## src/rtl/keccak_sponge_ctrl.sv

```systemverilog
// Keccak sponge sequencer: absorbs 64-bit message lanes, applies SHA-3/SHAKE
// padding, starts the permutation once per rate block and squeezes digest lanes.
module keccak_sponge_ctrl #(
  parameter int LANE_W         = 64,
  parameter int OUT_LEN_W      = 16,
  parameter int MODE_SEL_WIDTH = 2,
  parameter int RATE_WIDTH     = 11,
  parameter int SUFFIX_WIDTH   = 8
) (
  input  logic                      clk,
  input  logic                      rst,
  input  logic                      start_i,
  input  logic [MODE_SEL_WIDTH-1:0] keccak_mode_i,
  input  logic [RATE_WIDTH-1:0]     rate_i,
  input  logic [SUFFIX_WIDTH-1:0]   suffix_i,
  input  logic [OUT_LEN_W-1:0]      out_lanes_i,
  input  logic                      msg_valid_i,
  output logic                      msg_ready_o,
  input  logic [LANE_W-1:0]         msg_data_i,
  input  logic                      msg_last_i,
  input  logic [3:0]                msg_bytes_i,
  output logic                      st_wr_en_o,
  output logic [4:0]                st_lane_idx_o,
  output logic [LANE_W-1:0]         st_xor_data_o,
  input  logic [LANE_W-1:0]         st_rd_data_i,
  output logic                      perm_start_o,
  input  logic                      perm_done_i,
  output logic                      out_valid_o,
  input  logic                      out_ready_i,
  output logic [LANE_W-1:0]         out_data_o,
  output logic                      busy_o,
  output logic                      done_o
);

  localparam logic [MODE_SEL_WIDTH-1:0] MODE_SHA3_256 = MODE_SEL_WIDTH'(0);
  localparam logic [MODE_SEL_WIDTH-1:0] MODE_SHA3_512 = MODE_SEL_WIDTH'(1);

  typedef enum logic [2:0] {
    S_IDLE, S_ABSORB, S_PAD, S_PERM, S_SQUEEZE, S_SQ_PERM, S_DONE
  } state_t;

  state_t                  r_state;
  state_t                  w_next;
  logic [4:0]              r_rateLanes;
  logic [SUFFIX_WIDTH-1:0] r_suffix;
  logic [OUT_LEN_W-1:0]    r_outRem;
  logic [4:0]              r_laneCnt;
  logic [4:0]              r_sqCnt;
  logic                    r_msgEnded;
  logic                    r_padDone;
  logic                    r_sufPend;
  logic [4:0]              r_sufLane;
  logic                    r_permIssued;

  logic [4:0]        w_lastIdx;
  logic [4:0]        w_laneInc;
  logic [4:0]        w_sqInc;
  logic              w_partial;
  logic [5:0]        w_byteShift;
  logic [LANE_W-1:0] w_mask;
  logic [LANE_W-1:0] w_padHi;
  logic [LANE_W-1:0] w_absorbData;
  logic              w_startOk;

  assign w_lastIdx   = r_rateLanes - 5'd1;
  assign w_laneInc   = r_laneCnt + 5'd1;
  assign w_sqInc     = r_sqCnt + 5'd1;
  assign w_startOk   = start_i && (rate_i != '0);
  assign w_partial   = msg_last_i && (msg_bytes_i < 4'd8);
  assign w_byteShift = {msg_bytes_i[2:0], 3'b000};
  assign w_mask      = (LANE_W'(1) << w_byteShift) - LANE_W'(1);
  assign w_padHi     = LANE_W'(8'h80) << (LANE_W - 8);

  // A short final lane carries the suffix right after its data bytes, and the
  // closing 0x80 too when it is also the last lane of the block.
  assign w_absorbData = w_partial
    ? ((msg_data_i & w_mask) | (LANE_W'(r_suffix) << w_byteShift) |
       ((r_laneCnt == w_lastIdx) ? w_padHi : '0))
    : msg_data_i;

  always_comb begin
    w_next        = r_state;
    msg_ready_o   = 1'b0;
    st_wr_en_o    = 1'b0;
    st_lane_idx_o = '0;
    st_xor_data_o = '0;
    perm_start_o  = 1'b0;
    out_valid_o   = 1'b0;
    out_data_o    = '0;
    busy_o        = (r_state != S_IDLE);
    done_o        = 1'b0;
    case (r_state)
      S_IDLE: if (w_startOk) w_next = S_ABSORB;
      S_ABSORB: begin
        msg_ready_o   = 1'b1;
        st_lane_idx_o = r_laneCnt;
        if (msg_valid_i) begin
          st_wr_en_o    = 1'b1;
          st_xor_data_o = w_absorbData;
          if (w_laneInc == r_rateLanes) w_next = S_PERM;
          else if (msg_last_i)          w_next = S_PAD;
        end
      end
      S_PAD: begin
        st_wr_en_o = 1'b1;
        if (r_sufPend) begin
          st_lane_idx_o = r_sufLane;
          st_xor_data_o = LANE_W'(r_suffix) | ((r_sufLane == w_lastIdx) ? w_padHi : '0);
          if (r_sufLane == w_lastIdx) w_next = S_PERM;
        end else begin
          st_lane_idx_o = w_lastIdx;
          st_xor_data_o = w_padHi;
          w_next        = S_PERM;
        end
      end
      S_PERM: begin
        perm_start_o = !r_permIssued;
        if (r_permIssued && perm_done_i)
          w_next = r_padDone ? S_SQUEEZE : (r_msgEnded ? S_PAD : S_ABSORB);
      end
      S_SQUEEZE: begin
        if (r_outRem == '0) begin
          w_next = S_DONE;
        end else begin
          out_valid_o   = 1'b1;
          st_lane_idx_o = r_sqCnt;
          out_data_o    = st_rd_data_i;
          if (out_ready_i) begin
            if (r_outRem == OUT_LEN_W'(1))  w_next = S_DONE;
            else if (w_sqInc == r_rateLanes) w_next = S_SQ_PERM;
          end
        end
      end
      S_SQ_PERM: begin
        perm_start_o = !r_permIssued;
        if (r_permIssued && perm_done_i) w_next = S_SQUEEZE;
      end
      S_DONE: begin
        done_o = 1'b1;
        w_next = S_IDLE;
      end
      default: w_next = S_IDLE;
    endcase
  end

  // Datapath registers; r_permIssued marks that the start pulse has been sent
  // so perm_done_i is only believed from the following cycle on.
  always_ff @(posedge clk) begin
    if (rst) begin
      r_state      <= S_IDLE;
      r_rateLanes  <= '0;
      r_suffix     <= '0;
      r_outRem     <= '0;
      r_laneCnt    <= '0;
      r_sqCnt      <= '0;
      r_msgEnded   <= 1'b0;
      r_padDone    <= 1'b0;
      r_sufPend    <= 1'b0;
      r_sufLane    <= '0;
      r_permIssued <= 1'b0;
    end else begin
      r_state      <= w_next;
      r_permIssued <= (w_next == r_state) && (r_state == S_PERM || r_state == S_SQ_PERM);
      case (r_state)
        S_IDLE: if (w_startOk) begin
          r_rateLanes <= 5'(rate_i >> 6);
          r_suffix    <= suffix_i;
          if (keccak_mode_i == MODE_SHA3_256)      r_outRem <= OUT_LEN_W'(4);
          else if (keccak_mode_i == MODE_SHA3_512) r_outRem <= OUT_LEN_W'(8);
          else                                     r_outRem <= out_lanes_i;
          r_laneCnt  <= '0;
          r_sqCnt    <= '0;
          r_msgEnded <= 1'b0;
          r_padDone  <= 1'b0;
          r_sufPend  <= 1'b0;
          r_sufLane  <= '0;
        end
        S_ABSORB: if (msg_valid_i) begin
          r_laneCnt <= w_laneInc;
          if (msg_last_i) begin
            r_msgEnded <= 1'b1;
            if (w_partial) begin
              r_padDone <= (r_laneCnt == w_lastIdx);
            end else begin
              r_sufPend <= 1'b1;
              r_sufLane <= (r_laneCnt == w_lastIdx) ? 5'd0 : w_laneInc;
            end
          end
        end
        S_PAD: begin
          if (r_sufPend) begin
            r_sufPend <= 1'b0;
            if (r_sufLane == w_lastIdx) r_padDone <= 1'b1;
          end else begin
            r_padDone <= 1'b1;
          end
        end
        S_PERM: if (r_permIssued && perm_done_i) begin
          r_sqCnt <= '0;
          if (!r_padDone && !r_msgEnded) r_laneCnt <= '0;
        end
        S_SQUEEZE: if (r_outRem != '0 && out_ready_i) begin
          r_outRem <= r_outRem - OUT_LEN_W'(1);
          r_sqCnt  <= w_sqInc;
        end
        S_SQ_PERM: if (r_permIssued && perm_done_i) r_sqCnt <= '0;
        default: ;
      endcase
    end
  end

endmodule
```

## config.mk

```make
export PLATFORM = sky130hd
export DESIGN_NAME = keccak_sponge_ctrl
export DESIGN_NICKNAME = d
export VERILOG_FILES = /design/src/rtl/keccak_sponge_ctrl.sv
export SDC_FILE = /design/constraint.sdc
export NUM_CORES = 1
export LEC_CHECK = 0
export BUFFER_PORTS_ARGS = -buffer_cell sky130_fd_sc_hd__buf_2
export CAP_MARGIN = 5
export CORE_AREA = 5 5 156 83
export CTS_CLUSTER_DIAMETER = 100
export CTS_CLUSTER_SIZE = 24
export DETAILED_ROUTE_END_ITERATION = 8
export DIE_AREA = 0 0 161 88
export PLACE_DENSITY = 0.93
export SETUP_SLACK_MARGIN = 0.2
export SLEW_MARGIN = 20
export SYNTH_ARGS = -nofsm -noshare
export SYNTH_HDL_FRONTEND = slang
export SYNTH_SLANG_ARGS = --single-unit
```

## constraint.sdc

```tcl
create_clock -name clk -period 4.7 [get_ports clk]
set_input_delay 0.94 -clock clk [delete_from_list [all_inputs] [get_ports clk]]
set_output_delay 0.94 -clock clk [all_outputs]
set_load 0.03 [all_outputs]
```

* After elaboration in Yosys (flattened, before gate mapping)
Index checks and enable logic that the tools add are counted.
** Operators by class
- $add $sub $neg :: 5
- Multiply operators :: 0
- Divide/modulo/power cells :: 0
- $lt $le $gt $ge :: 1
- Equality and inequality tests :: 23
- Shift-type cells :: 2
- Muxes and demuxes :: 65
- Bitwise operators :: 4
- Reduce and logical (&&, ||, !) cells :: 30
** Operators by type and width (count)
- 2-to-1 mux 64 bit :: 7
- bitwise OR 64 bit :: 2
- one-hot mux 64 bit (2 select lines) :: 1
- AND 64 bit :: 1
- 2-to-1 mux 16 bit :: 4
- bitwise OR 8 x 64 -> 64 bit :: 1
- << shifter 1 x 6 -> 64 bit (first input constant) :: 1
- << shifter 8 x 6 -> 64 bit :: 1
- subtractor 64 x 2 -> 64 bit (second input constant) :: 1
- 2-to-1 mux 5 bit :: 12
- one-hot mux 5 bit (3 select lines) :: 3
- 2-to-1 mux 3 bit :: 13
- one-hot mux 16 bit (2 select lines) :: 1
- equality test 5 bit :: 4
- one-hot mux 3 bit (6 select lines) :: 1
- 2-to-1 mux 1 bit :: 17
- equality test 16 x 1 -> 1 bit (second input constant) :: 1
- zero test 16 bit :: 1
- nonzero test 16 bit :: 1
- subtractor 16 x 1 -> 16 bit (second input constant) :: 1
- AND reduction 5 bit :: 3
- != test 2 bit (second input constant) :: 6
- nonzero test 3 bit :: 4
- nonzero test 11 bit :: 1
- other kinds (25) :: 42
** Storage, ports and cells
- Register bits :: 51
- Bits in latches :: 0
- RAM bits :: 0
- Memory bits (read-only) :: 0
- Input port bits :: 176
- Word-level logic and storage cells :: 141
- Memories kept :: 0

* Depth between registers and ports, before layout
Gate-level depths: netlist (run 1).
- Depth in word-level cells :: 9
- Depth in mapped cells :: 8
- Gate-level depth less buffers :: 7

* Worst setup path before layout (run 1)
Ideal clock, no wire load.
- Path kind :: in2out
- Start point :: in msg_bytes_i[2]
- End point :: out st_xor_data_o[16]
- Data arrival time :: 2475 ps
- Required time :: 3760 ps
- Path slack :: 1285 ps
- Stages :: 6
- Cells stage by stage :: or3b_1 -> clkbuf_1 -> nor2_1 -> a22o_1 -> a22oi_1 -> nor2_1
** Between the ends
- Word-level cells in the longest chain between the ends :: 8
- Elaborated cells on any way between the ends :: 11
** Ends and longest elaborated chain
- start, declared :: RTL line 21 : input logic [3:0] msg_bytes_i,
- << shifter 1 x 6 -> 64 bit :: RTL line 71 : assign w_mask = (LANE_W'(1) << w_byteShift) - LANE_W'(1);
- subtractor 64 x 2 -> 64 bit :: RTL line 71
- AND 64 bit :: RTL line 77 : ? ((msg_data_i & w_mask) | (LANE_W'(r_suffix) << w_byteShift) |
- bitwise OR 64 bit (2 in series) :: RTL line 77
- 2-to-1 mux 64 bit * :: RTL line 77
- 2-to-1 mux 64 bit * :: RTL line 97 : if (msg_valid_i) begin
- one-hot mux 64 bit (2 select lines) * :: RTL line 92 : case (r_state)
- end, declared :: RTL line 24 : output logic [LANE_W-1:0] st_xor_data_o,
Mark *: on every way between the ends. The rest lies on a longest branch, timed or not.

* Final worst setup path (run 1)
- Start point :: reg r_state[1]
- End point :: out st_xor_data_o[4]
** Between the ends
- Word-level cells in the longest chain between the ends :: 2
- Elaborated cells on any way between the ends :: 3
** Ends and longest elaborated chain
- start, declared :: RTL line 42 : state_t r_state;
- start signal, assigned :: RTL line 162 : r_state <= w_next;
- equality test 3 x 2 -> 1 bit / equality test 3 x 1 -> 1 bit (equally long branches) :: RTL line 92
- one-hot mux 64 bit (2 select lines) * :: RTL line 92
Marked as above.

==> flow_metrics.env, run 1 <==
export IMPL_dieArea_um2=14200
export IMPL_cts_resized=0
export IMPL_hp_class="flip-flop to flip-flop"
export IMPL_power_density_nw_per_um2=219
export IMPL_crit_arrival_ps=3160
export IMPL_hold_depth=2
export IMPL_yosysTopAreaCell="dfxtp_1"
export IMPL_dr_wl_met2_um=9620
export IMPL_grt_start_max_net_pins=71
export IMPL_r2r_start="r_state[1]"
export IMPL_cts_hold_buffers=0
export IMPL_endpoint_kind="output port"
export IMPL_grt_pass1_wl_um=33100
export IMPL_place_area_um2=6590
export IMPL_worstPathCellList="nor2_1 > nand2_1 > inv_1 > nand2_2 > nor2_1 > a22o_1 > buf_2"
export IMPL_nets=1158
export IMPL_syn_inst=707
export IMPL_max_freq_ghz=0.244
export IMPL_rsz0062_at_grt="false"
export IMPL_drc_errors=0
export IMPL_boundaryPins=315
export IMPL_r2r_end="r_permIssued"
export IMPL_synth_top_flop_cell="dfxtp_1"
export IMPL_maxSlewViolCount=0
export IMPL_final_setup_skew_ps=9.38
export IMPL_cp_start_kind="flip-flop"
export IMPL_fin_crit_sh_pct=87.1
export IMPL_slew_headroom_pct=33.8
export IMPL_synthToLayoutAreaGrowth_pct=35.1
export IMPL_viasPerCell=5.84
export IMPL_grt_pass1_vias=5871
export IMPL_synth_edf_count=0
export IMPL_critPathTopFamily="simple AND/OR/NAND/NOR gates"
export IMPL_num_vias=6588
export IMPL_setup_viol_count_final=0
export IMPL_htreeDepth=2
export IMPL_synth_common_cells="92 x nor2_1, 68 x and2_1, 64 x a21oi_1"
export IMPL_min_period_ps=4100
export IMPL_synth_cell_types=72
export IMPL_cts_sinks=51
export IMPL_root_buffer="clkbuf_16"
export IMPL_clk_latency_ps=300
export IMPL_ys_seq_area_share_pct=20.4
export IMPL_final_hold_viol_count=0
export IMPL_fin_area_um2=6760
export IMPL_synth_top_area_share_pct=20.4
export IMPL_holdPathEnd="r_sufLane[4]"
export IMPL_drt_wirelength_per_cell_um=20.3
export IMPL_p_leak_nw=3.35
export IMPL_yosys_cell_count_top_type="nor2_1"
export IMPL_status="finished clean"
export IMPL_grt_overflow_total=0
export IMPL_initial_core_util_pct=43.5
export IMPL_hold_worst_slack_ps=509
export IMPL_hold_start="r_sufLane[4]"
export IMPL_io_buffers=314
export IMPL_syn_num_nets=889
export IMPL_hpwlAfterDp_um=18300
export IMPL_synth_avg_cell_area_um2=7.07
export IMPL_fp_coreArea_um2=11500
export IMPL_wirelength_um=23000
export IMPL_syn_cell_area_um2=5000
export IMPL_synthTopCellsByArea="dfxtp_1 20%, and2_1 8.5%, nor2_1 6.9%"
export IMPL_clk_pin_slew_ps=70
export IMPL_antenna_found_initial=3
export IMPL_fin_tns_setup_ps=0
export IMPL_cts_buffers_inserted=5
export IMPL_grt_total_usage_pct=29.5
export IMPL_num_rows=28
export IMPL_drive_gt1_share_pct=36.6
export IMPL_clock_path_buffers=2
export IMPL_die_w_um=161
export IMPL_worstMarginPinSlew_ps=993
export IMPL_cp_common_cell="nor2_1"
export IMPL_ant_nets=0
export IMPL_synth_async_reset_ratio_pct=0
export IMPL_first_pass_iters=8
export IMPL_cp_required_ps=3760
export IMPL_ff2ff_setup_slack_ps=1780
export IMPL_power_mw=1.48
export IMPL_synth_seq_cells=51
export IMPL_critPathKind="flip-flop to output port"
export IMPL_drv_cap=0
export IMPL_cp_num_buf_inv=2
export IMPL_drt_iter0_drc=918
export IMPL_post_cts_buffers=0
export IMPL_crit_slowest_cell="nor2_1"
export IMPL_place_gp_congestion=0.997
export IMPL_critical_path_max_stage_delay_ps=660
export IMPL_path_max_fanout=14
export IMPL_dp_slack_ps=845
export IMPL_yosysWarningCount=0
export IMPL_cts_tree="built"
export IMPL_dieHeight_um=88
export IMPL_peakVddDrop_mv=0.148
export IMPL_route_met3_wl_um=2880
export IMPL_top_layer="met4"
export IMPL_rr_worst_depth=8
export IMPL_setup_ws_ps=605
export IMPL_critical_path_depth=7
export IMPL_wl_met1_um=10000
export IMPL_fillerInstances=1042
[where the power goes]
group	switching [mW]	internal, mW	leakage [nW]
clock	0.165	0.249	0.0769
sequential	0.0570	0.455	0.416
combinational	0.342	0.211	2.86
[per-stage QoR]
step           util (%)  cells
2_1_floorplan         -    707
3_3_place_gp       57.3   1119
3_5_place_dp       57.3   1119
4_1_cts            58.7   1126
5_1_grt            58.8   1127
6_report           58.8   1129
[tightest hold or removal path, cell delays in order, from the launching register on]
cell and delay [ps]:
dfxtp_1 340, nand2_1 70, a21oi_1 50
[cells in the final DEF, fill, tap and decap left out, types with 3 or more instances in the layout]
cell,n
buf_2,314
nor2_1,92
and2_1,68
a21oi_1,63
nand2_1,57
dfxtp_1,51
nand3_1,48
a22oi_1,32
o21ai_0,17
a22o_1,16
xnor2_1,14
o21ai_1,13
mux2i_1,13
buf_4,12
nor3_1,11
inv_1,10
nand4_1,10
nand2b_1,9
xor2_1,9
a31oi_1,9
ha_1,6
a221o_1,5
o31ai_1,5
a211oi_1,5
clkbuf_16,5
a21o_1,4
and3_1,4
a311oi_1,4
diode_2,3
nor3b_2,3
or3_1,3
xnor3_1,3
o41a_1,3
o31a_1,3
a41oi_1,3
nand3b_1,3
o21a_1,3
[metal layers]
layer  up-vias  global-route usage [%]
li1       3074                       -
met1      3047                    43.6
met2       429                    41.4
met3        38                    9.21
met4         0                    7.28
met5         -                       0
[cell type report]
class	count	area [um2]	share of cell area, %
Multi-Input combinational cell	581	3680	54.4
Antenna cell	3	7.51	0.111
Tap cell	150	188	2.78
Timing Repair Buffer	326	1660	24.6
Clock buffer	6	129	1.91
Inverter	11	41.3	0.611
Sequential cell	51	1020	15.1
Clock inverter	1	30.0	0.444
[state kept, by name, indices dropped and copies added (netlist names)]
signal / count
r_sufPend: 1
r_state: 3
r_sqCnt: 5
r_suffix: 8
r_msgEnded: 1
r_outRem: 16
r_sufLane: 5
r_rateLanes: 5
r_permIssued: 1
r_padDone: 1
r_laneCnt: 5
[kinds of logic (layout without fill, tap and decap cells)]
logic type                 after synthesis  in the layout  synth area share, %
adders and majority gates                6              6                 1.50
buffers and inverters                   75            344                 6.30
and+or+nand+nor                        333            333                 34.8
DFF                                     51             51                 20.4
AOI/OAI and AO/OA                      200            200                 27.8
other                                    0              3                    0
muxes                                   14             14                 2.83
xor gates and xnor gates                28             28                 6.38
[how the worst max path moves through the flow]
stage / slack (ps) / startpoint / to
floorplan: 1280 / msg_bytes_i[2] / st_xor_data_o[16]
global placement: 850 / msg_last_i / st_xor_data_o[4]
detailed placement: 840 / msg_last_i / st_xor_data_o[3]
CTS: 700 / r_state[1] / st_xor_data_o[3]
global route: 410 / r_state[1] / st_xor_data_o[3]
finish: 600 / r_state[1] / st_xor_data_o[4]
Note: power is estimated with default switching activity, not from simulation.
==> run 2, diff against run 1 <==
--- a/config.mk
+++ b/config.mk
@@ -5,14 +5,14 @@
 export SDC_FILE = /design/constraint.sdc
 export NUM_CORES = 1
 export LEC_CHECK = 0
-export BUFFER_PORTS_ARGS = -buffer_cell sky130_fd_sc_hd__buf_2
 export CAP_MARGIN = 5
 export CORE_AREA = 5 5 156 83
 export CTS_CLUSTER_DIAMETER = 100
 export CTS_CLUSTER_SIZE = 24
 export DETAILED_ROUTE_END_ITERATION = 8
 export DIE_AREA = 0 0 161 88
-export PLACE_DENSITY = 0.93
+export DONT_BUFFER_PORTS = 1
+export PLACE_DENSITY = 0.69
 export SETUP_SLACK_MARGIN = 0.2
 export SLEW_MARGIN = 20
 export SYNTH_ARGS = -nofsm -noshare
==> run 2 against run 1 <==
Net effect:
- non-clock buffer count shrank 310
- worst setup slack better by 240 ps
- wire length decreased by 14%
- via count is 20% lower
- fmax rose by 6.3%
- register-to-register slack better by 270 ps
- combinational power fell by 24%
- utilization shrank 14 points
- die area unchanged
- critical path type unchanged
==> flow_metrics.env, run 2 (same netlist as run 1, synthesis figures left out) <==
export IMPL_rr_worst_depth=6
export IMPL_boundaryPins=315
export IMPL_internal_power_mw=0.791
export IMPL_cts_sinks=51
export IMPL_die_w_um=161
export IMPL_largest_reg_flops=16
export IMPL_grt_total_usage_pct=25.4
export IMPL_cts_resized=0
export IMPL_drt_iter0_drc=689
export IMPL_final_common_cell="nor2_1"
export IMPL_setup_worst_path_end="out_data_o[21]"
export IMPL_drv_cap=0
export IMPL_final_setup_skew_ps=6.93
export IMPL_cp_startpoint="r_state[2]"
export IMPL_critPathTopFamily="simple AND/OR/NAND/NOR gates"
export IMPL_cts_buffers_inserted=5
export IMPL_critPathKind="flip-flop to output port"
export IMPL_diodes=0
export IMPL_fillerInstances=1190
export IMPL_hpwlAfterDp_um=15800
export IMPL_min_period_ps=3850
export IMPL_final_hold_viol_count=0
export IMPL_hold_worst_slack_ps=474
export IMPL_peakVddDrop_mv=0.121
export IMPL_fp_coreArea_um2=11500
export IMPL_num_vias=5293
export IMPL_fin_crit_sh_pct=82.0
export IMPL_dieArea_um2=14200
export IMPL_maxSlewViolCount=0
export IMPL_r2r_start="r_state[0]"
export IMPL_top_regs="r_outRem (16), r_suffix (8)"
export IMPL_grt_start_max_net_pins=52
export IMPL_drc_errors=0
export IMPL_mostFrequentLayoutCells="92 x nor2_1, 68 x and2_1, 63 x a21oi_1, 57 x nand2_1, 51 x dfxtp_1"
export IMPL_dieHeight_um=88
export IMPL_cts_tree="built"
export IMPL_top_register="r_outRem"
export IMPL_antenna_found_initial=5
export IMPL_cp_start_kind="flip-flop"
export IMPL_status="finished clean"
export IMPL_use_met1_pct=34.3
export IMPL_viasPerCell=6.49
export IMPL_synthToLayoutAreaGrowth_pct=3.53
export IMPL_clkPwrFrac_pct=27.1
export IMPL_p_comb_share_pct=32.7
export IMPL_nets=848
export IMPL_grt_util_met2_pct=36.5
export IMPL_drive_gt1_share_pct=6.92
export IMPL_critical_path_max_stage_delay_ps=760
export IMPL_path_max_fanout=51
export IMPL_p_sw_mw=0.483
export IMPL_top_usage_layer="met2"
export IMPL_crit_arrival_ps=2910
export IMPL_seqPwrFrac_pct=40.2
export IMPL_crit_slowest_cell="a21oi_4"
export IMPL_slew_headroom_pct=35.1
export IMPL_num_rows=28
export IMPL_cp_num_buf_inv=1
export IMPL_setup_viol_count_final=0
export IMPL_first_pass_iters=6
export IMPL_power_density_nw_per_um2=246
export IMPL_wirelength_um=19800
export IMPL_grt_pass1_wl_um=28100
export IMPL_use_met3_pct=11.4
export IMPL_drt_wirelength_per_cell_um=24.3
export IMPL_worstPathCellList="or3b_1 > a21oi_4 > buf_4 > and2_1"
export IMPL_ff2ff_setup_slack_ps=2050
export IMPL_fin_area_um2=5180
export IMPL_switching_share_pct=37.9
export IMPL_clock_path_buffers=2
export IMPL_initial_core_util_pct=43.5
export IMPL_io_buffers=0
export IMPL_grt_overflow_total=0
export IMPL_max_freq_ghz=0.260
export IMPL_root_buffer="clkbuf_16"
export IMPL_place_area_um2=5050
export IMPL_cts_hold_buffers=0
export IMPL_post_cts_buffers=0
export IMPL_critical_path_depth=4
export IMPL_r2r_end="r_outRem[10]"
export IMPL_fin_util_pct=45.1
export IMPL_rsz0062_at_grt="false"
export IMPL_ant_nets=0
export IMPL_place_gp_congestion=0.944
export IMPL_grt_pass1_vias=4707
export IMPL_fin_tns_setup_ps=0
export IMPL_worstMarginPinSlew_ps=971
export IMPL_clk_pin_slew_ps=60
export IMPL_p_leak_nw=1.91
export IMPL_htreeDepth=2
export IMPL_endpoint_kind="output port"
export IMPL_hp_class="flip-flop to flip-flop"
export IMPL_clk_latency_ps=290
export IMPL_cp_required_ps=3760
run 2: changes by cell type in the layout (fill, tap and decap cells not counted), sizes merged:
cell and change:
buf -310, bufinv -1, diode -3
run 2: power groups by stage:
| stage | Combinational (mW) | Clock (mW) | Sequential, mW |
|---|---|---|---|
| 6_report | 0.417 | 0.345 | 0.512 |
| 5_1_grt | 0.453 | 0.374 | 0.516 |
| 4_1_cts | 0.413 | 0.354 | 0.509 |
| 3_5_place_dp | 0.412 | 0 | 0.518 |
| 3_3_place_gp | 0.404 | 0 | 0.518 |
| 2_1_floorplan | 0.379 | 0 | 0.480 |
run 2: worst min path at each step:
stage,slack (ps),depth (start not counted),startpoint,endpoint
final,470,2,r_sufLane[2],r_sufLane[2]
after global routing,500,2,r_sufLane[4],r_sufLane[4]
after global placement,460,2,r_sufLane[4],r_sufLane[4]
after CTS,480,2,r_sufLane[2],r_sufLane[2]
after detailed placement,470,2,r_sufLane[2],r_sufLane[2]
after floorplan,450,2,r_sufLane[4],r_sufLane[4]
run 2: per-stage QoR:
stage                     std cells  worst slack, ps  total power [mW]
after global placement          809             1050             0.922
after global routing            815              649              1.34
after detailed placement        809              969             0.930
final                           815              848              1.27
after floorplan                 707             1280             0.860
after CTS                       815              836              1.28
run 2: per-layer routing:
layer  up-vias  wire [um]  part of all wire (%)
met1      2421       7850                    40
met2       371       8590                    43
met3        47       2810                    14
met5         -         13                 0.066
li1       2452          -                     -
met4         2        533                   2.7
run 2: area by class of cell:
class	instances	area, um2	area share (%)
Sequential cell	51	1020	19.7
Inverter	11	41.3	0.797
Timing Repair Buffer	16	120	2.32
Tap cell	150	188	3.62
Clock buffer	6	129	2.49
Multi-Input combinational cell	581	3680	71.0
run 2: tightest hold or removal path, cell delays in order, from the launching register on:
cell,delay (ps)
dfxtp_1,320
nand2_1,60
a21oi_1,50
==> run 3, diff against run 2 <==
==> constraint.sdc (replaced) <==
create_clock -name clk -period 3.6 [get_ports clk]
set_input_delay 0.72 -clock clk [delete_from_list [all_inputs] [get_ports clk]]
set_output_delay 0.72 -clock clk [all_outputs]
set_load 0.03 [all_outputs]
==> run 3 against run 2 <==
Net effect:
- die area unchanged
- final area increased by 10%
- sequential power is 29% higher
- power grew 46%
- non-clock buffer count grew 63
- sequential share of layout area decreased by 1.8 points
- sequential cell count did not move
- utilization grew 4.6 points
- critical path type unchanged
- highest routed layer unchanged
==> flow_metrics.env, run 3 (same netlist as run 1, synthesis figures left out) <==
export IMPL_status="finished clean"
export IMPL_die_w_um=161
export IMPL_crit_arrival_ps=2550
export IMPL_place_area_um2=5520
export IMPL_drt_iter0_drc=741
export IMPL_worstMarginPinSlew_ps=817
export IMPL_p_leak_nw=2.27
export IMPL_setup_viol_count_final=0
export IMPL_hold_worst_slack_ps=486
export IMPL_power_density_nw_per_um2=325
export IMPL_hold_depth=2
export IMPL_max_freq_ghz=0.306
export IMPL_grt_overflow_total=0
export IMPL_final_cells=882
export IMPL_io_buffers=0
export IMPL_holdPathEnd="r_sufLane[4]"
export IMPL_grt_start_max_net_pins=51
export IMPL_min_period_ps=3270
export IMPL_r2r_start="r_outRem[0]"
export IMPL_post_cts_buffers=0
export IMPL_mostFrequentLayoutCells="91 x nor2_1, 79 x buf_4, 68 x and2_1, 63 x a21oi_1, 57 x nand2_1"
export IMPL_top_layer="met5"
export IMPL_largest_reg_flops=16
export IMPL_wl_met1_um=8430
export IMPL_critical_path_max_stage_delay_ps=480
export IMPL_endpoint_kind="output port"
export IMPL_num_rows=28
export IMPL_dieArea_um2=14200
export IMPL_critPathKind="flip-flop to output port"
export IMPL_r2r_end="r_outRem[1]"
export IMPL_drc_errors=0
export IMPL_drive_gt1_share_pct=15.6
export IMPL_drt_wirelength_per_cell_um=24.3
export IMPL_cp_startpoint="r_state[2]"
export IMPL_hp_class="flip-flop to flip-flop"
export IMPL_final_setup_skew_ps=8.38
export IMPL_root_buffer="clkbuf_16"
export IMPL_top_regs="r_outRem (16), r_suffix (8)"
export IMPL_fin_area_um2=5710
export IMPL_wirelength_um=21400
export IMPL_slew_headroom_pct=45.2
export IMPL_nets=912
export IMPL_clk_latency_ps=300
export IMPL_cp_required_ps=2880
export IMPL_grt_pass1_wl_um=30400
export IMPL_place_gp_congestion=0.906
export IMPL_clock_path_buffers=2
export IMPL_peakVddDrop_mv=0.190
export IMPL_route_met3_wl_um=3200
export IMPL_cp_start_kind="flip-flop"
export IMPL_dpl_cell_count=872
export IMPL_first_pass_iters=6
export IMPL_num_vias=5735
export IMPL_cp_num_buf_inv=3
export IMPL_dr_wl_met2_um=9360
export IMPL_dieHeight_um=88
export IMPL_rr_worst_depth=7
export IMPL_final_hold_viol_count=0
export IMPL_boundaryPins=315
export IMPL_grt_pass1_vias=5078
export IMPL_cts_buffers_inserted=5
export IMPL_drv_cap=0
export IMPL_initial_core_util_pct=43.5
export IMPL_power_mw=1.85
export IMPL_fp_coreArea_um2=11500
export IMPL_top_register="r_outRem"
export IMPL_final_common_cell="nor2_1"
export IMPL_worstPathCellList="buf_4 > nor2_1 > nand2_1 > inv_1 > nand2_2 > nor2_1 > a22o_1 > buf_4"
export IMPL_rsz0062_at_grt="false"
export IMPL_fin_crit_sh_pct=90.9
export IMPL_antenna_found_initial=7
export IMPL_clk_pin_slew_ps=70
export IMPL_grt_total_usage_pct=27.2
export IMPL_hold_start="r_sufLane[4]"
export IMPL_htreeDepth=2
export IMPL_fillerInstances=1109
export IMPL_critPathTopFamily="simple AND/OR/NAND/NOR gates"
export IMPL_ant_nets=0
export IMPL_cts_tree="built"
export IMPL_synthToLayoutAreaGrowth_pct=14.2
export IMPL_viasPerCell=6.50
export IMPL_fin_tns_setup_ps=0
export IMPL_cts_sinks=51
export IMPL_path_max_fanout=12
export IMPL_hpwlAfterDp_um=16700
export IMPL_ff2ff_setup_slack_ps=970
export IMPL_maxSlewViolCount=0
export IMPL_crit_slowest_cell="nor2_1"
[run 3: area by class of cell]
| class | instances | area, um2 | share of cell area, % |
|---|---|---|---|
| inverter | 11 | 41.3 | 0.723 |
| multi-input combinational | 582 | 3690 | 64.6 |
| clock inverter | 2 | 35.0 | 0.614 |
| clock buffer | 6 | 139 | 2.43 |
| tap | 150 | 188 | 3.29 |
| sequential | 51 | 1020 | 17.9 |
| antenna | 1 | 2.50 | 0.0438 |
| timing repair buffer | 79 | 593 | 10.4 |
[run 3: power breakdown]
| part | switching, mW | internal (mW) |
|---|---|---|
| clock | 0.223 | 0.346 |
| sequential | 0.0645 | 0.594 |
| combinational | 0.396 | 0.231 |
| total | 0.683 | 1.17 |
[run 3: how the worst max path moves through the flow]
stage | endpoint | cells after the start
after floorplan | st_xor_data_o[16] | 6
after global placement | st_xor_data_o[5] | 5
after detailed placement | st_xor_data_o[6] | 5
after CTS | out_data_o[4] | 7
after global routing | st_xor_data_o[6] | 8
final | st_xor_data_o[6] | 8
[run 3: through the flow]
step                      util (%)  setup WS (ps)
after floorplan                  -            625
after global placement        48.1            631
after detailed placement      48.1            502
after CTS                     49.6            361
after global routing          49.7            230
final                         49.7            327
[run 3: routing by layer]
metal  global-route usage [%]  vias to the layer above
met3                     13.0                       49
met1                     36.2                     2646
li1                         -                     2582
met2                     40.0                      454
met5                        0                        -
met4                     6.66                        4
[run 3: worst reg2reg max path, stage by stage (launching register included)]
cell and delay [ps]:
dfxtp_1 350, inv_1 110, ha_1 340, nor4b_1 440
a41oi_2 390, a21oi_4 560, a311oi_1 120, a211oi_1 230
[run 3: timing repair]
item / CTS / global route
endpoints found under the setup margin: 0 / 4
hold buffers: 0 / 0
gates resized for setup: 0 / 1
